[src/rtl/ram_port_arbiter_pkg.sv]
// Shared types and defaults for the RAM port arbiter.
package cpuf_arb_pkg;

    typedef enum logic [1:0] {
        IDLE  = 2'd0,
        GRANT = 2'd1,
        RESP  = 2'd2
    } arb_state_t;

    localparam int DEF_NREQ = 3;
    localparam int DEF_AW   = 4;
    localparam int DEF_DW   = 8;

    localparam int REQ_FETCH = 0;
    localparam int REQ_LOAD  = 1;
    localparam int REQ_WB    = 2;

endpackage

[src/rtl/ram_port_arbiter_rr_picker.sv]
// Combinational round-robin picker: searches ptr+1, ptr+2, ... modulo NREQ
// and returns the first requesting index as a one-hot vector.
module rr_picker
    import cpuf_arb_pkg::*;
#(
    parameter int NREQ = DEF_NREQ,
    parameter int PW   = 2
) (
    input  logic [NREQ-1:0] i_req,
    input  logic [PW-1:0]   i_ptr,
    output logic [NREQ-1:0] o_win,
    output logic            o_any
);

    localparam int unsigned NREQ_U = NREQ;

    int unsigned w_best;
    int unsigned w_bidx;
    int unsigned w_dist;

    // Rank every requester by its distance after ptr; the nearest one wins.
    // Constant indexing keeps the loop free of variable bit-selects.
    always_comb begin
        w_best = NREQ_U;
        w_bidx = 0;
        w_dist = 0;
        for (int unsigned j = 0; j < NREQ_U; j++) begin
            w_dist = (j + 2 * NREQ_U - 1 - 32'(i_ptr)) % NREQ_U;
            if (i_req[j] && (w_dist < w_best)) begin
                w_best = w_dist;
                w_bidx = j;
            end
        end
        o_win = '0;
        for (int unsigned j = 0; j < NREQ_U; j++) begin
            o_win[j] = i_req[j] && (w_bidx == j);
        end
        o_any = |i_req;
    end

endmodule

[src/rtl/ram_port_arbiter.sv]
// Round-robin arbiter sharing one registered RAM port between NREQ
// requesters (fetch, operand load, write-back). Optional write protection
// of addresses below PROT_LIMIT is enabled by defining RAM_ARB_WPROT_EN.
module ram_port_arbiter
    import cpuf_arb_pkg::*;
#(
    parameter int NREQ       = DEF_NREQ,
    parameter int AW         = DEF_AW,
    parameter int DW         = DEF_DW,
    parameter int PROT_LIMIT = 9
) (
    input  logic               clk,
    input  logic               reset,
    input  logic               halt,
    input  logic [NREQ-1:0]    req,
    input  logic [NREQ-1:0]    we,
    input  logic [NREQ*AW-1:0] addr,
    input  logic [NREQ*DW-1:0] wdata,
    output logic [NREQ-1:0]    gnt,
    output logic [NREQ-1:0]    rvalid,
    output logic [DW-1:0]      rdata,
    output logic               busy,
    output logic [AW-1:0]      mem_addr,
    output logic               mem_we,
    output logic [DW-1:0]      mem_wdata,
    input  logic [DW-1:0]      mem_rdata,
    output logic               err
);

    localparam int          PW   = (NREQ > 1) ? $clog2(NREQ) : 1;
    localparam logic [AW:0] PLIM = (AW+1)'(PROT_LIMIT);

    arb_state_t      r_state;
    arb_state_t      w_next;
    logic [PW-1:0]   r_ptr;
    logic [NREQ-1:0] r_win;
    logic [NREQ-1:0] r_gnt;
    logic [NREQ-1:0] r_rvalid;
    logic            r_wr;
    logic            r_prot;
    logic            r_err;
    logic            r_mem_we;
    logic [AW-1:0]   r_mem_addr;
    logic [DW-1:0]   r_mem_wdata;

    logic [NREQ-1:0] w_mask_req;
    logic [NREQ-1:0] w_pick;
    logic            w_any;
    logic            w_grant;
    logic [PW-1:0]   w_idx;
    logic [AW-1:0]   w_sel_addr;
    logic [DW-1:0]   w_sel_wdata;
    logic            w_sel_we;
    logic            w_prot_en;
    logic            w_prot_hit;

`ifdef RAM_ARB_WPROT_EN
    assign w_prot_en = 1'b1;
`else
    assign w_prot_en = 1'b0;
`endif

    // The requester being answered in RESP sits out that arbitration round.
    assign w_mask_req = (r_state == RESP) ? (req & ~r_win) : req;

    rr_picker #(
        .NREQ (NREQ),
        .PW   (PW)
    ) u_picker (
        .i_req (w_mask_req),
        .i_ptr (r_ptr),
        .o_win (w_pick),
        .o_any (w_any)
    );

    // State register.
    always_ff @(posedge clk) begin
        if (reset) r_state <= IDLE;
        else       r_state <= w_next;
    end

    // Next-state logic: grants can start from IDLE or back-to-back from RESP.
    always_comb begin
        w_next = IDLE;
        case (r_state)
            IDLE:    w_next = w_grant ? GRANT : IDLE;
            GRANT:   w_next = RESP;
            RESP:    w_next = w_grant ? GRANT : IDLE;
            default: w_next = IDLE;
        endcase
    end

    // Grant decision and winner's request fields muxed onto the port.
    always_comb begin
        w_grant     = ((r_state == IDLE) || (r_state == RESP)) && !halt && w_any;
        w_idx       = '0;
        w_sel_addr  = '0;
        w_sel_we    = 1'b0;
        w_sel_wdata = '0;
        for (int unsigned i = 0; i < NREQ; i++) begin
            if (w_pick[i]) begin
                w_idx       = PW'(i);
                w_sel_addr  = addr[i*AW +: AW];
                w_sel_we    = we[i];
                w_sel_wdata = wdata[i*DW +: DW];
            end
        end
        w_prot_hit = w_prot_en && w_sel_we && ({1'b0, w_sel_addr} < PLIM);
    end

    // Registered memory port, pulses and round-robin pointer.
    always_ff @(posedge clk) begin
        if (reset) begin
            r_ptr       <= PW'(NREQ - 1);
            r_win       <= '0;
            r_gnt       <= '0;
            r_rvalid    <= '0;
            r_wr        <= 1'b0;
            r_prot      <= 1'b0;
            r_err       <= 1'b0;
            r_mem_we    <= 1'b0;
            r_mem_addr  <= '0;
            r_mem_wdata <= '0;
        end else begin
            r_gnt    <= '0;
            r_rvalid <= '0;
            r_err    <= 1'b0;
            r_mem_we <= 1'b0;
            if (w_grant) begin
                r_gnt       <= w_pick;
                r_win       <= w_pick;
                r_ptr       <= w_idx;
                r_mem_addr  <= w_sel_addr;
                r_mem_we    <= w_sel_we && !w_prot_hit;
                r_mem_wdata <= w_sel_wdata;
                r_wr        <= w_sel_we;
                r_prot      <= w_prot_hit;
            end
            if (r_state == GRANT) begin
                r_rvalid <= r_win;
                r_err    <= r_prot;
            end
        end
    end

    // RAM read data arrives in RESP, so it is steered straight through.
    assign rdata     = ((|r_rvalid) && !r_wr) ? mem_rdata : '0;
    assign gnt       = r_gnt;
    assign rvalid    = r_rvalid;
    assign busy      = (r_state == GRANT) || (r_state == RESP);
    assign mem_addr  = r_mem_addr;
    assign mem_we    = r_mem_we;
    assign mem_wdata = r_mem_wdata;
    assign err       = r_err;

endmodule

[config.mk]
export PLATFORM = sky130hd
export DESIGN_NAME = ram_port_arbiter
export DESIGN_NICKNAME = d
export VERILOG_FILES = /design/src/rtl/ram_port_arbiter_pkg.sv /design/src/rtl/ram_port_arbiter_rr_picker.sv /design/src/rtl/ram_port_arbiter.sv
export SDC_FILE = /design/constraint.sdc
export NUM_CORES = 1
export LEC_CHECK = 0
export BUFFER_PORTS_ARGS = -buffer_cell sky130_fd_sc_hd__buf_2
export CAP_MARGIN = 15
export CORE_ASPECT_RATIO = 2
export CORE_UTILIZATION = 45
export CTS_CLUSTER_SIZE = 30
export DETAILED_ROUTE_END_ITERATION = 12
export PLACE_DENSITY = 0.86
export SLEW_MARGIN = 0
export SYNTH_ARGS = -nofsm -noshare
export SYNTH_HDL_FRONTEND = slang
export SYNTH_SLANG_ARGS = --single-unit
[constraint.sdc]
create_clock -name clk -period 4.3 [get_ports clk]
set_input_delay 0.645 -clock clk [delete_from_list [all_inputs] [get_ports clk]]
set_output_delay 0.645 -clock clk [all_outputs]
set_load 0.05 [all_outputs]
# After elaboration in Yosys (flattened, before gate mapping)

Cells that the tools add are included.

Logic and storage cells: 65
Register bits: 27
Output and inout port bits: 29
Input bits: 53

Div/mod/pow operators: 3
Multiplexer cells: 19
Bitwise gates (word level): 4
Reductions and logical operators: 20
Equal/unequal tests: 4
Add/sub/neg operators: 3
Magnitude comparators: 3

Operators by type and width:

| operator              | count |
|---|---|
| $mod 32x2->32 const B | 3 |
| $lt 32x32->1          | 2 |
| $mux 32               | 2 |
| $logic_not 32->1      | 1 |
| $lt 32x2->1 const B   | 1 |
| $mux 8                | 4 |
| $mux 4                | 3 |
| $sub 3x2->4 const A   | 3 |
| $logic_and 1x1->1     | 9 |
| $mux 1                | 6 |
| $reduce_or 2->1       | 3 |
| $reduce_or 3->1       | 2 |
| $eq 2x1->1 const B    | 2 |
| $eq 2x2->1 const B    | 2 |
| $mux 2                | 2 |
| $pmux 2 s2            | 1 |
| $and 3x3->3           | 1 |
| $mux 3                | 1 |
| $not 3->3             | 1 |
| $logic_not 1->1       | 2 |
| $logic_not 2->1       | 1 |
| $logic_or 1x1->1      | 2 |
| $not 1->1             | 2 |

# Logic depth before layout (Yosys ltp)

Gate-level depths: netlist of run 1.

Depth in word-level cells: 16
Mapped depth: 24
Gate-level depth less buffers: 19

# Modules after synthesis

From an unflattened synthesis of run 1, not the netlist that was laid out.

Cells, all modules: 262
Area total of the unflattened synthesis: 2194.6 µm²

Modules (own cells, without submodules):

| module           | area each (µm²) | seq. area each (µm²) | instances | cells each |
|---|---|---|---|---|
| ram_port_arbiter | 1370.1          | 540.5                | 1         | 160 |
| rr_picker        | 824.5           | 0.0                  | 1         | 102 |

# Worst setup path after synthesis of run 1

No wires, ideal clock.

Kind: in2reg
Start: in req[0]
End: reg r_wr
Arrival time: 4.570 ns
Setup slack: -0.354 ns
Buffers on the path: 5
Cell stages on the path: 21
Library setup time: 0.084 ns
Data required time: 4.216 ns
Cells stage by stage: a21boi_2 -> clkbuf_1 -> nand3_1 -> ha_1 -> a21o_1 -> a21oi_1 -> o21ai_1 -> a21oi_2 -> buf_6 -> buf_2 -> buf_2 -> nand2_1 -> ha_1 -> a22oi_1 -> a22oi_1 -> a211oi_1 -> nand2_1 -> a41oi_2 -> buf_2 -> nor3_1 -> o31ai_2

Word-level cells in the longest chain between the ends: 15
Elaborated cells on any way between the ends: 22
Classes of those cells: order compare (2); eq/ne (2); mux (8); bitwise (1); reduce/logical (9)

Ends and longest elaborated chain:

| item                 | RTL line                         | text |
|---|---|---|
| start, declared      | ram_port_arbiter.sv:15           | `input logic [NREQ-1:0] req,` |
| $and 3x3->3          | ram_port_arbiter.sv:64           | `assign w_mask_req = (r_state == RESP) ? (req & ~r_win) : req;` |
| $mux 3 (*)           | ram_port_arbiter.sv:64           |  |
| $logic_and 1x1->1    | ram_port_arbiter_rr_picker.sv:29 | `if (i_req[j] && (w_dist < w_best)) begin` |
| $mux 32              | ram_port_arbiter_rr_picker.sv:29 |  |
| $lt 32x32->1         | ram_port_arbiter_rr_picker.sv:29 |  |
| $logic_and 1x1->1    | ram_port_arbiter_rr_picker.sv:29 |  |
| $mux 32              | ram_port_arbiter_rr_picker.sv:29 |  |
| $lt 32x32->1         | ram_port_arbiter_rr_picker.sv:29 |  |
| $logic_and 1x1->1    | ram_port_arbiter_rr_picker.sv:29 |  |
| $mux 2               | ram_port_arbiter_rr_picker.sv:29 |  |
| $logic_not 32->1     | ram_port_arbiter_rr_picker.sv:36 | `o_win[j] = i_req[j] && (w_bidx == j);` |
| $logic_and 1x1->1    | ram_port_arbiter_rr_picker.sv:36 |  |
| $mux 1 (3 in series) | ram_port_arbiter.sv:101          | `if (w_pick[i]) begin` |
| end signal, assigned | ram_port_arbiter.sv:136          | `r_wr <= w_sel_we;` |
| end, declared        | ram_port_arbiter.sv:39           | `logic r_wr;` |

Mark *: on every way between the ends. The rest lies on a longest branch, timed or not.
A chain may end at the register's enable or synchronous reset.

# Worst setup path after layout of run 1

Start: reg r_ptr[0]
End: reg r_wr

Word-level cells in the longest chain between the ends: 16
Elaborated cells on any way between the ends: 25
Classes of those cells: add/sub (3); div (3); order compare (3); eq/ne (2); mux (7); reduce/logical (7)

Ends and longest elaborated chain:

| item                   | RTL line                         | text |
|---|---|---|
| start, declared        | ram_port_arbiter.sv:35           | `logic [PW-1:0] r_ptr;` |
| start signal, assigned | ram_port_arbiter.sv:114          | `r_ptr <= PW'(NREQ - 1);` |
| start signal, assigned | ram_port_arbiter.sv:132          | `r_ptr <= w_idx;` |
| $sub 3x2->4            | ram_port_arbiter_rr_picker.sv:28 | `w_dist = (j + 2 * NREQ_U - 1 - 32'(i_ptr)) % NREQ_U;` |
| $mod 32x2->32          | ram_port_arbiter_rr_picker.sv:28 |  |
| $lt 32x2->1            | ram_port_arbiter_rr_picker.sv:29 |  |
| $logic_and 1x1->1      | ram_port_arbiter_rr_picker.sv:29 |  |
| $mux 32                | ram_port_arbiter_rr_picker.sv:29 |  |
| $lt 32x32->1           | ram_port_arbiter_rr_picker.sv:29 |  |
| $logic_and 1x1->1      | ram_port_arbiter_rr_picker.sv:29 |  |
| $mux 32                | ram_port_arbiter_rr_picker.sv:29 |  |
| $lt 32x32->1           | ram_port_arbiter_rr_picker.sv:29 |  |
| $logic_and 1x1->1      | ram_port_arbiter_rr_picker.sv:29 |  |
| $mux 2 (*)             | ram_port_arbiter_rr_picker.sv:29 |  |
| $logic_not 32->1       | ram_port_arbiter_rr_picker.sv:36 |  |
| $logic_and 1x1->1      | ram_port_arbiter_rr_picker.sv:36 |  |
| $mux 1 (2 in series)   | ram_port_arbiter.sv:101          |  |
| $mux 1 (*)             | ram_port_arbiter.sv:101          |  |

Marks and branches as above.

==> results of run 1 <==
[cells by family (layout without fill, tap and decap cells)]
kind of cell | after synthesis | count (layout) | synth area share [%]
buf+inv | 37 | 129 | 7.25
flops | 27 | 27 | 23.9
other cells | 2 | 14 | 0.332
fa+ha+maj | 32 | 32 | 17.7
mux | 15 | 15 | 7.25
compound gates | 60 | 60 | 21.7
simple gates | 103 | 103 | 21.9
[layer usage]
layer	up-vias	share of wire, %	global-route usage [%]
li1	1152	-	-
met5	-	0	0
met2	92	58	45.7
met1	1131	34	22.5
met4	0	3.8	11.2
met3	24	4.2	1.34
[cells in the mapped netlist (3+ instances only)]
cell type  count
nand2_1       40
ha_1          32
dfxtp_1       27
inv_1         22
nor3_1        17
mux2i_1       13
o31ai_1       13
and2_1        11
nor2_1        10
a21oi_1        8
clkbuf_1       7
o21ba_1        7
nand3_1        6
nor2b_1        6
o21ba_2        6
buf_2          5
o21ai_0        4
and3_1         3
[power groups by stage]
stage	Sequential, mW	Clock, mW	Combinational, mW
2_1_floorplan	0.352	0	0.240
6_report	0.289	0.148	0.472
3_5_place_dp	0.294	0	0.400
3_3_place_gp	0.294	0	0.389
5_1_grt	0.292	0.161	0.505
4_1_cts	0.289	0.147	0.409
[worst max-delay path by stage]
stage / from / end / slack, ps / cells after the start
global route: r_ptr[0] / gnt[0] / -180 / 21
detailed placement: r_ptr[0] / mem_addr[0] / -250 / 16
global placement: r_ptr[0] / r_wr / 80 / 18
CTS: r_ptr[0] / mem_addr[2] / 20 / 18
floorplan: r_state[0] / r_ptr[0] / 20 / 22
finish: r_ptr[0] / r_wr / 60 / 19
[critical path: stages, from the launching register on]
cell,delay (ps)
dfxtp_4,360
inv_2,120
ha_4,160
nor2b_4,150
ha_1,260
a21oi_2,160
o21ai_0,120
a221o_1,390
a21oi_2,170
buf_6,140
mux2_2,330
ha_1,190
a211o_1,290
o211ai_1,290
nand4_1,200
mux2i_4,200
buf_4,170
clkbuf_16,140
nor3_1,60
o31ai_2,240
[flip-flops by register name, indices dropped and copies added, names as in the netlist]
register	flops
mem_wdata	8
mem_addr	4
gnt	3
r_win	3
rvalid	3
r_ptr	2
r_state	2
mem_we	1
r_wr	1
[cell type report]
class | instances | area, um^2
clock buffers | 3 | 41.3
clock inverters | 1 | 7.51
fillers | 407 | 1790
inverters | 22 | 82.6
multi-input cells | 224 | 1700
flip-flops and latches | 27 | 547
well taps | 57 | 71.3
repair buffers | 103 | 633
[placed cells by master (no fill, tap or decap), types with 6 or more instances in the layout]
cell type | netlist | routed
buf_2 | 5 | 81
nand2_1 | 40 | 40
ha_1 | 32 | 28
dfxtp_1 | 27 | 24
inv_1 | 22 | 20
nor3_1 | 17 | 17
buf_4 | 1 | 16
conb_1 | 2 | 14
o31ai_1 | 13 | 13
mux2i_1 | 13 | 13
and2_1 | 11 | 11
nor2_1 | 10 | 9
a21oi_1 | 8 | 7
o21ba_1 | 7 | 7
o21ba_2 | 6 | 6
[per-stage QoR]
stage	power (mW)	instance area [um^2]	hold WS, ps
after global placement	0.683	2820	429
after floorplan	0.592	2340	436
after global routing	0.958	3080	500
after CTS	0.845	2890	462
final	0.909	3080	459
after detailed placement	0.694	2820	440
[repair_timing]
item,4_1_cts,5_1_grt
pin swaps,1,7
resized for setup,2,22
endpoints found under the setup margin,21,21
buffers inserted,2,6
cloned,0,3
==> summary.md, run 1 <==
| Metric | Value |
|---|---|
| Status | complete, no violations |
| Max Cap Viol | 0 |
| Worst relative slew slack | 59.8% |
| Setup ws final | 61.6 ps |
| Synth area leaders | dfxtp_1, ha_1, nand2_1 |
| Vias in the first global route | 2,236 |
| Hold path endpoint | mem_wdata[0] |
| Post-synth EDFFs | 0 |
| Avg Inst Size Synth | 8.19 um^2 |
| Combinational power share | 52.0% |
| Max FO, Critical Path | 5 |
| Setup tns final | 0 ps |
| CP Launch Type | register |
| Sequential fraction of the synthesis area | 23.9% |
| Async SR Flop Fraction | 0% |
| Cts hold-fix bufs | 0 |
| Full die area | 5330 um^2 |
| Routed vias | 2,399 |
| Antenna Cells | 0 |
| Worst r2r src | r_ptr[0] |
| Reg2Reg Depth | 19 |
| Tmin final | 4240 ps |
| CTS tree | done |
| Initial Util | 46.5% |
| Std-Cell Rows | 36 |
| Internal Dissipation | 540 uW |
| Sw Share | 40.7% |
| Layout cells sized above 1 | 36.1% |
| Max-slew violation count | 0 |
| Worst EP required | 4490 ps |
| Total Nets Final | 466 |
| DR WL/cell | 15.3 um |
| Final GP Congestion | 0.987 |
| First-pass GRT wire length | 9.29 mm |
| Clk_lat worst skew | 280 ps |
| Width of the die | 52.1 um |
| Place WS | -247 ps |
| CTS root buffer | clkbuf_8 |
| GRT Total Usage | 23.0% |
| Synth cell types | 49 |
| Total wire length | 6.70 mm |
| Clock Tree Buf Depth | 2 |
| Drt pass-1 iters | 5 |
| CTS buffer count | 3 |
| Mapped cell area | 2260 um^2 |
| Synth Flop Type | dfxtp_1 |
| Antenna Violating Nets Remaining | 0 |
| Hold path start | mem_wdata[0] |
| Area Overhead vs Synth | 36.3% |
| Final Core Density | 63.3% |
| GRT overflow | 0 |
| Seq cells post-synth | 27 |
| DRC viols | 0 |
| Type of the setup path with the least slack | register to register |
| Core footprint | 4860 um^2 |
| Largest net degree at the start of global routing | 20 |
| Drt initial violations | 62 |
| DP Cell Count | 422 |
| Hold Path Depth | 2 |
| Post-Syn Instances | 276 |
| Yosys warns | 0 |
| Clock Pin Slew Worst Setup and Hold Paths | 100 ps |
| Cell taking the most area after synthesis | dfxtp_1 |
| Clock Power Share | 16.2% |
| R2r setup slk | 60 ps |
| Fin crit share | 98.6% |
| Peak supply drop | 0.000294 V |
| Fin. Hold Viols | 0 |
| H-tree Lvls | 1 |
| Area fraction of the dominant cell type after synthesis | 23.9% |
| Post-Layout Cell Count | 437 |
| P_sw | 370 uW |
| Drt via density | 5.49 |
| Reg2reg end | r_wr |
| PD cells | 295 nW/um^2 |
| Clock Skew | 4.26 ps |
| Slew @ Worst Pin | 601 ps |
| Finish-stage setup viols | 0 |
| CTS sink count | 27 |
| Critical Path AT | 4430 ps |
| Die height | 102 um |
| Setup crit end kind | register |
| DP Wirelength | 4.83 mm |
| Achievable frequency | 0.236 GHz |
| Flop pwr share | 31.8% |
| Port Buffer Count | 80 |
| Leak Pwr | 1.61 nW |
| HP Class | register to register |
| Io pins | 82 |
| Initial antenna violation count | 0 |
(Power assumes the default switching activity.)
==> run 2: changes to the inputs <==
--- a/config.mk
+++ b/config.mk
@@ -8,9 +8,12 @@
 export BUFFER_PORTS_ARGS = -buffer_cell sky130_fd_sc_hd__buf_2
 export CAP_MARGIN = 15
+export CELL_PAD_IN_SITES_DETAIL_PLACEMENT = 1
+export CELL_PAD_IN_SITES_GLOBAL_PLACEMENT = 2
 export CORE_ASPECT_RATIO = 2
-export CORE_UTILIZATION = 45
+export CORE_UTILIZATION = 25
 export CTS_CLUSTER_SIZE = 30
 export DETAILED_ROUTE_END_ITERATION = 12
-export PLACE_DENSITY = 0.86
+export PLACE_DENSITY = 0.85
+export REMOVE_ABC_BUFFERS = 1
 export SLEW_MARGIN = 0
 export SYNTH_ARGS = -nofsm -noshare
==> constraint.sdc (replaced) <==
create_clock -name clk -period 4.3 [get_ports clk]
set_input_delay 0.43 -clock clk [delete_from_list [all_inputs] [get_ports clk]]
set_output_delay 0.43 -clock clk [all_outputs]
set_load 0.05 [all_outputs]
==> summary.md, run 2 (synthesis results as in run 1) <==
| Metric | Value |
|---|---|
| Status | complete, no violations |
| Tot Pwr | 952 uW |
| Worst relative slew slack | 52.0% |
| Drt via density | 4.77 |
| Routed vias | 2,256 |
| Layer with the highest usage | met2 |
| Finish-stage setup viols | 0 |
| Grt met1 use | 13.0% |
| Max Cap Viol | 0 |
| Core footprint | 8710 um^2 |
| DP Wirelength | 5.67 mm |
| Initial Util | 25.9% |
| Peak supply drop | 0.000194 V |
| Width of the die | 69.2 um |
| Fin. Hold Viols | 0 |
| DR WL/cell | 15.1 um |
| Max-slew violation count | 0 |
| Clk_lat worst skew | 260 ps |
| Clock Skew | 2.22 ps |
| Final Core Density | 35.7% |
| Met3 GRT Util | 1.19% |
| Commonest cells after routing, fill and taps aside | buf_2, nand2_1, ha_1 |
| Drt pass-1 iters | 4 |
| First-pass GRT wire length | 10.7 mm |
| Max FFs per register | 8 |
| CTS tree | done |
| Leading cell type in the layout, fill and taps excluded | buf_2 |
| CTS sink count | 27 |
| Total wire length | 7.16 mm |
| Clock Pin Slew Worst Setup and Hold Paths | 60 ps |
| Layout cells sized above 1 | 34.9% |
| Slew @ Worst Pin | 718 ps |
| Leak Pwr | 1.58 nW |
| PD cells | 306 nW/um^2 |
| Placed inst area | 2850 um^2 |
| Met2 Resource Use GR | 31.0% |
| Max FO, Critical Path | 7 |
| Total Nets Final | 459 |
| Worst EP required | 4460 ps |
| HP Class | primary input to register |
| GRT Total Usage | 14.3% |
| CTS root buffer | clkbuf_16 |
| CTS buffer count | 3 |
| Fin crit share | 94.2% |
| Setup crit end kind | register |
| Filler Cell Count | 1,047 |
| Full die area | 9450 um^2 |
| Critical Path AT | 4210 ps |
| Antenna Violating Nets Remaining | 0 |
| Std-Cell Rows | 48 |
| Type of the setup path with the least slack | register to register |
| GRT overflow | 0 |
| CP Launch Type | register |
| Vias in the first global route | 2,392 |
| Die height | 136 um |
| Antenna Cells | 0 |
| Sequential cell area | 546 um^2 |
| Initial antenna violation count | 0 |
| Multi-input logic area | 1730 um^2 |
| Largest net degree at the start of global routing | 28 |
| Achievable frequency | 0.247 GHz |
| Clock Tree Buf Depth | 2 |
| Port Buffer Count | 80 |
| Final GP Congestion | 0.819 |
| Post-route cell area | 3110 um^2 |
| H-tree Lvls | 1 |
| Area Overhead vs Synth | 37.5% |
| Io pins | 82 |
| Place WS | -29.4 ps |
| Setup ws final | 247 ps |
| Tmin final | 4050 ps |
| DRC viols | 0 |
| Cts hold-fix bufs | 0 |
| Drt initial violations | 55 |
run 2: worst max-delay path, cell delays in order (launching register included):
cell and delay [ps]:
dfxtp_4 360, inv_2 70, ha_4 170, nor2b_2 160, ha_2 190, or4_4 520, a21oi_2 140, o21ai_2 90
a21oi_4 220, buf_6 150, nor2_1 40, a21oi_1 130, ha_1 260, a211o_1 260, o211ai_1 260, nand2_1 140
a41oi_4 310, nor2_1 180, a32o_1 290
run 2: path summary, 6_finish.rpt:
kind	startpoint	endpoint	slack, ps	cells after the start
max	r_ptr[0]	r_win[1]	250	18
min	reset	r_state[1]	450	2
max reg2reg	r_ptr[0]	r_win[1]	250	18
min reg2reg	mem_wdata[6]	mem_wdata[6]	460	2
run 2: area by class of cell:
cell class,instances,share of cell area (%)
Inverter,22,2.66
Sequential cell,27,17.6
Clock buffer,4,2.54
Multi-Input combinational cell,224,55.7
Timing Repair Buffer,96,17.5
Tap cell,100,4.03
run 2: routing by layer:
metal | share of wire [%] | wire, um
met3 | 2.2 | 158
met5 | 0 | 0
met2 | 60 | 4330
met4 | 1.7 | 124
met1 | 36 | 2550
run 2: stage by stage:
step	TNS, ps	instances	hold WS (ps)
after floorplan	-19470	273	436
after CTS	0	468	439
after global placement	0	464	437
after global routing	-313	473	465
final	0	473	452
after detailed placement	-38.5	464	444
run 2: repair_timing:
item / CTS / global route
pin swaps: 0 / 8
buffers inserted: 0 / 3
endpoints found under the setup margin: 9 / 22
gates cloned: 0 / 2
resized for setup: 3 / 31
run 2: power breakdown:
part           total, mW  internal [mW]  leakage, nW  switching [mW]
Combinational      0.452          0.183         1.32           0.269
Clock              0.212          0.127       0.0382          0.0852
Sequential         0.288          0.274        0.221          0.0137
Total              0.952          0.584         1.58           0.368
==> run 3: changes to the inputs <==
CORE_ASPECT_RATIO = default   (was 2)
==> summary.md, run 3 (synthesis results as in run 1) <==
| Metric | Value |
|---|---|
| Status | complete, no violations |
| Max FO, Critical Path | 6 |
| Width of the die | 97.1 um |
| Routed vias | 2,303 |
| Drt via density | 4.72 |
| CTS sink count | 27 |
| Buf/Inv on CP | 4 |
| Slew @ Worst Pin | 655 ps |
| Fin. Hold Viols | 0 |
| Delay-heaviest family, CP | compound AO/OA/AOI/OAI gates |
| Initial Util | 25.9% |
| CP max stage delay | 370 ps |
| CP max stage cell | dfxtp_2 |
| Setup crit end kind | register |
| Commonest cells after routing, fill and taps aside | buf_2, nand2_1, ha_1 |
| Worst EP required | 4490 ps |
| GRT Total Usage | 13.6% |
| Total Nets Final | 466 |
| Antenna Violating Nets Remaining | 0 |
| R2r setup slk | 220 ps |
| Leading cell type in the layout, fill and taps excluded | buf_2 |
| Layer with the highest usage | met2 |
| Hold path start | reset |
| First-pass GRT wire length | 10.7 mm |
| DR WL/cell | 13.9 um |
| Clock Pin Slew Worst Setup and Hold Paths | 100 ps |
| Max Cap Viol | 0 |
| Std-Cell Rows | 34 |
| Tot Pwr | 917 uW |
| Leak Pwr | 1.61 nW |
| Final GP Congestion | 0.783 |
| Place WS | 9.21 ps |
| Met2 Resource Use GR | 24.2% |
| CP Launch Type | register |
| HP Class | primary input to register |
| Initial antenna violation count | 0 |
| GRT overflow | 0 |
| Grt met1 use | 17.2% |
| Type of the setup path with the least slack | register to register |
| Setup ws final | 218 ps |
| Reg2Reg Depth | 18 |
| Clock Tree Buf Depth | 2 |
| Hold Path Depth | 2 |
| Total wire length | 6.78 mm |
| PD cells | 288 nW/um^2 |
| Finish-stage setup viols | 0 |
| Worst relative slew slack | 56.2% |
| Antenna Cells | 0 |
| Tmin final | 4080 ps |
| Achievable frequency | 0.245 GHz |
| Peak supply drop | 0.000143 V |
| Clk_lat worst skew | 280 ps |
| Largest net degree at the start of global routing | 20 |
| Most used cell, CP | ha_1 |
| Drt pass-1 iters | 4 |
| Fin crit share | 94.9% |
| CTS buffer count | 3 |
| CTS root buffer | clkbuf_8 |
| Max FFs per register | 8 |
| Hold path endpoint | r_state[1] |
| Critical Path AT | 4270 ps |
| Port Buffer Count | 80 |
| Worst r2r src | r_ptr[1] |
| Cell-by-cell trace of the critical path | inv_4 > ha_4 > buf_4 > nor2b_1 > ha_1 > a2111oi_2 > nor3_2 > a21oi_4 > mux2_4 > ha_1 > a211o_1 > o211ai_1 > nand4_1 > mux2i_4 > buf_12 > buf_6 > nor3_1 > o31ai_1 |
| CTS tree | done |
| Layout cells sized above 1 | 38.4% |
| Die height | 97.1 um |
| Vias in the first global route | 2,307 |
| H-tree Lvls | 1 |
| Io pins | 82 |
| Full die area | 9420 um^2 |
| Max-slew violation count | 0 |
| Drt initial violations | 46 |
| Area Overhead vs Synth | 41.0% |
| Core footprint | 8720 um^2 |
| Met3 GRT Util | 2.73% |
| Clock Skew | 8.03 ps |
| DRC viols | 0 |
| Reg2reg end | mem_wdata[3] |
| DP Wirelength | 5.10 mm |
-- run 3: cell types whose count changed in the layout (fill, tap and decap cells not counted), sizes merged --
cell and change:
buf +5, a21oi +1, clkinvlp +1
-- run 3: worst register-to-register path: stages, from the launching register on --
cell	delay, ps
dfxtp_2	370
inv_4	60
ha_4	180
buf_4	140
nor2b_1	160
ha_1	270
a2111oi_2	370
nor3_2	150
a21oi_4	240
mux2_4	320
ha_1	180
a211o_1	290
o211ai_1	270
nand4_1	190
mux2i_4	260
buf_12	150
buf_6	120
nor3_1	50
o31ai_1	220
-- run 3: routing by layer --
layer	routed length (um)	vias to the layer above	part of all wire (%)
met5	0	-	0
met4	25	0	0.37
met3	358	2	5.3
met2	3460	62	51
met1	2940	1076	43
li1	-	1163	-
-- run 3: stage by stage --
| stage | cells | utilization, % | TNS [ps] | hold WS (ps) | cell area, um^2 |
|---|---|---|---|---|---|
| 2_1_floorplan | 273 | - | -19470 | 436 | 2220 |
| 3_3_place_gp | 473 | 32.8 | 0 | 434 | 2860 |
| 3_5_place_dp | 473 | 32.8 | 0 | 442 | 2860 |
| 4_1_cts | 477 | 33.3 | 0 | 378 | 2910 |
| 5_1_grt | 488 | 36.5 | -147 | 397 | 3190 |
| 6_report | 488 | 36.5 | 0 | 393 | 3190 |
-- run 3: what timing repair did --
item / in CTS / in global routing
setup endpoints to repair: 0 / 22
setup buffers: 0 / 8
hold endpoints to repair: 0 / 0
hold buffers: 0 / 0
gates resized for setup: 0 / 41
-- run 3: cell type report --
type | count | area, um^2
Tap cell | 108 | 135
Timing Repair Buffer | 102 | 607
Clock buffer | 3 | 41.3
Inverter | 22 | 87.6
Clock inverter | 1 | 7.51
Fill cell | 1065 | 5540
Sequential cell | 27 | 543
Multi-Input combinational cell | 225 | 1760
-- run 3: power breakdown --
| group | switching, mW | total, mW | internal [mW] | leakage, nW |
|---|---|---|---|---|
| combinational | 0.278 | 0.481 | 0.202 | 1.37 |
| sequential | 0.0145 | 0.289 | 0.274 | 0.221 |
| clock | 0.0821 | 0.148 | 0.0658 | 0.0217 |
-- run 3: how the worst max path moves through the flow --
stage                         endpoint      from  slack (ps)  depth (start not counted)
after floorplan               r_ptr[0]  r_ptr[1]       -1050                         17
after global placement    mem_wdata[6]  r_ptr[1]         250                         18
after detailed placement  mem_wdata[7]  r_ptr[0]           9                         17
after CTS                 mem_wdata[7]  r_ptr[0]         0.7                         17
after global routing      mem_wdata[3]  r_ptr[1]         -60                         18
final                     mem_wdata[3]  r_ptr[1]         220                         18
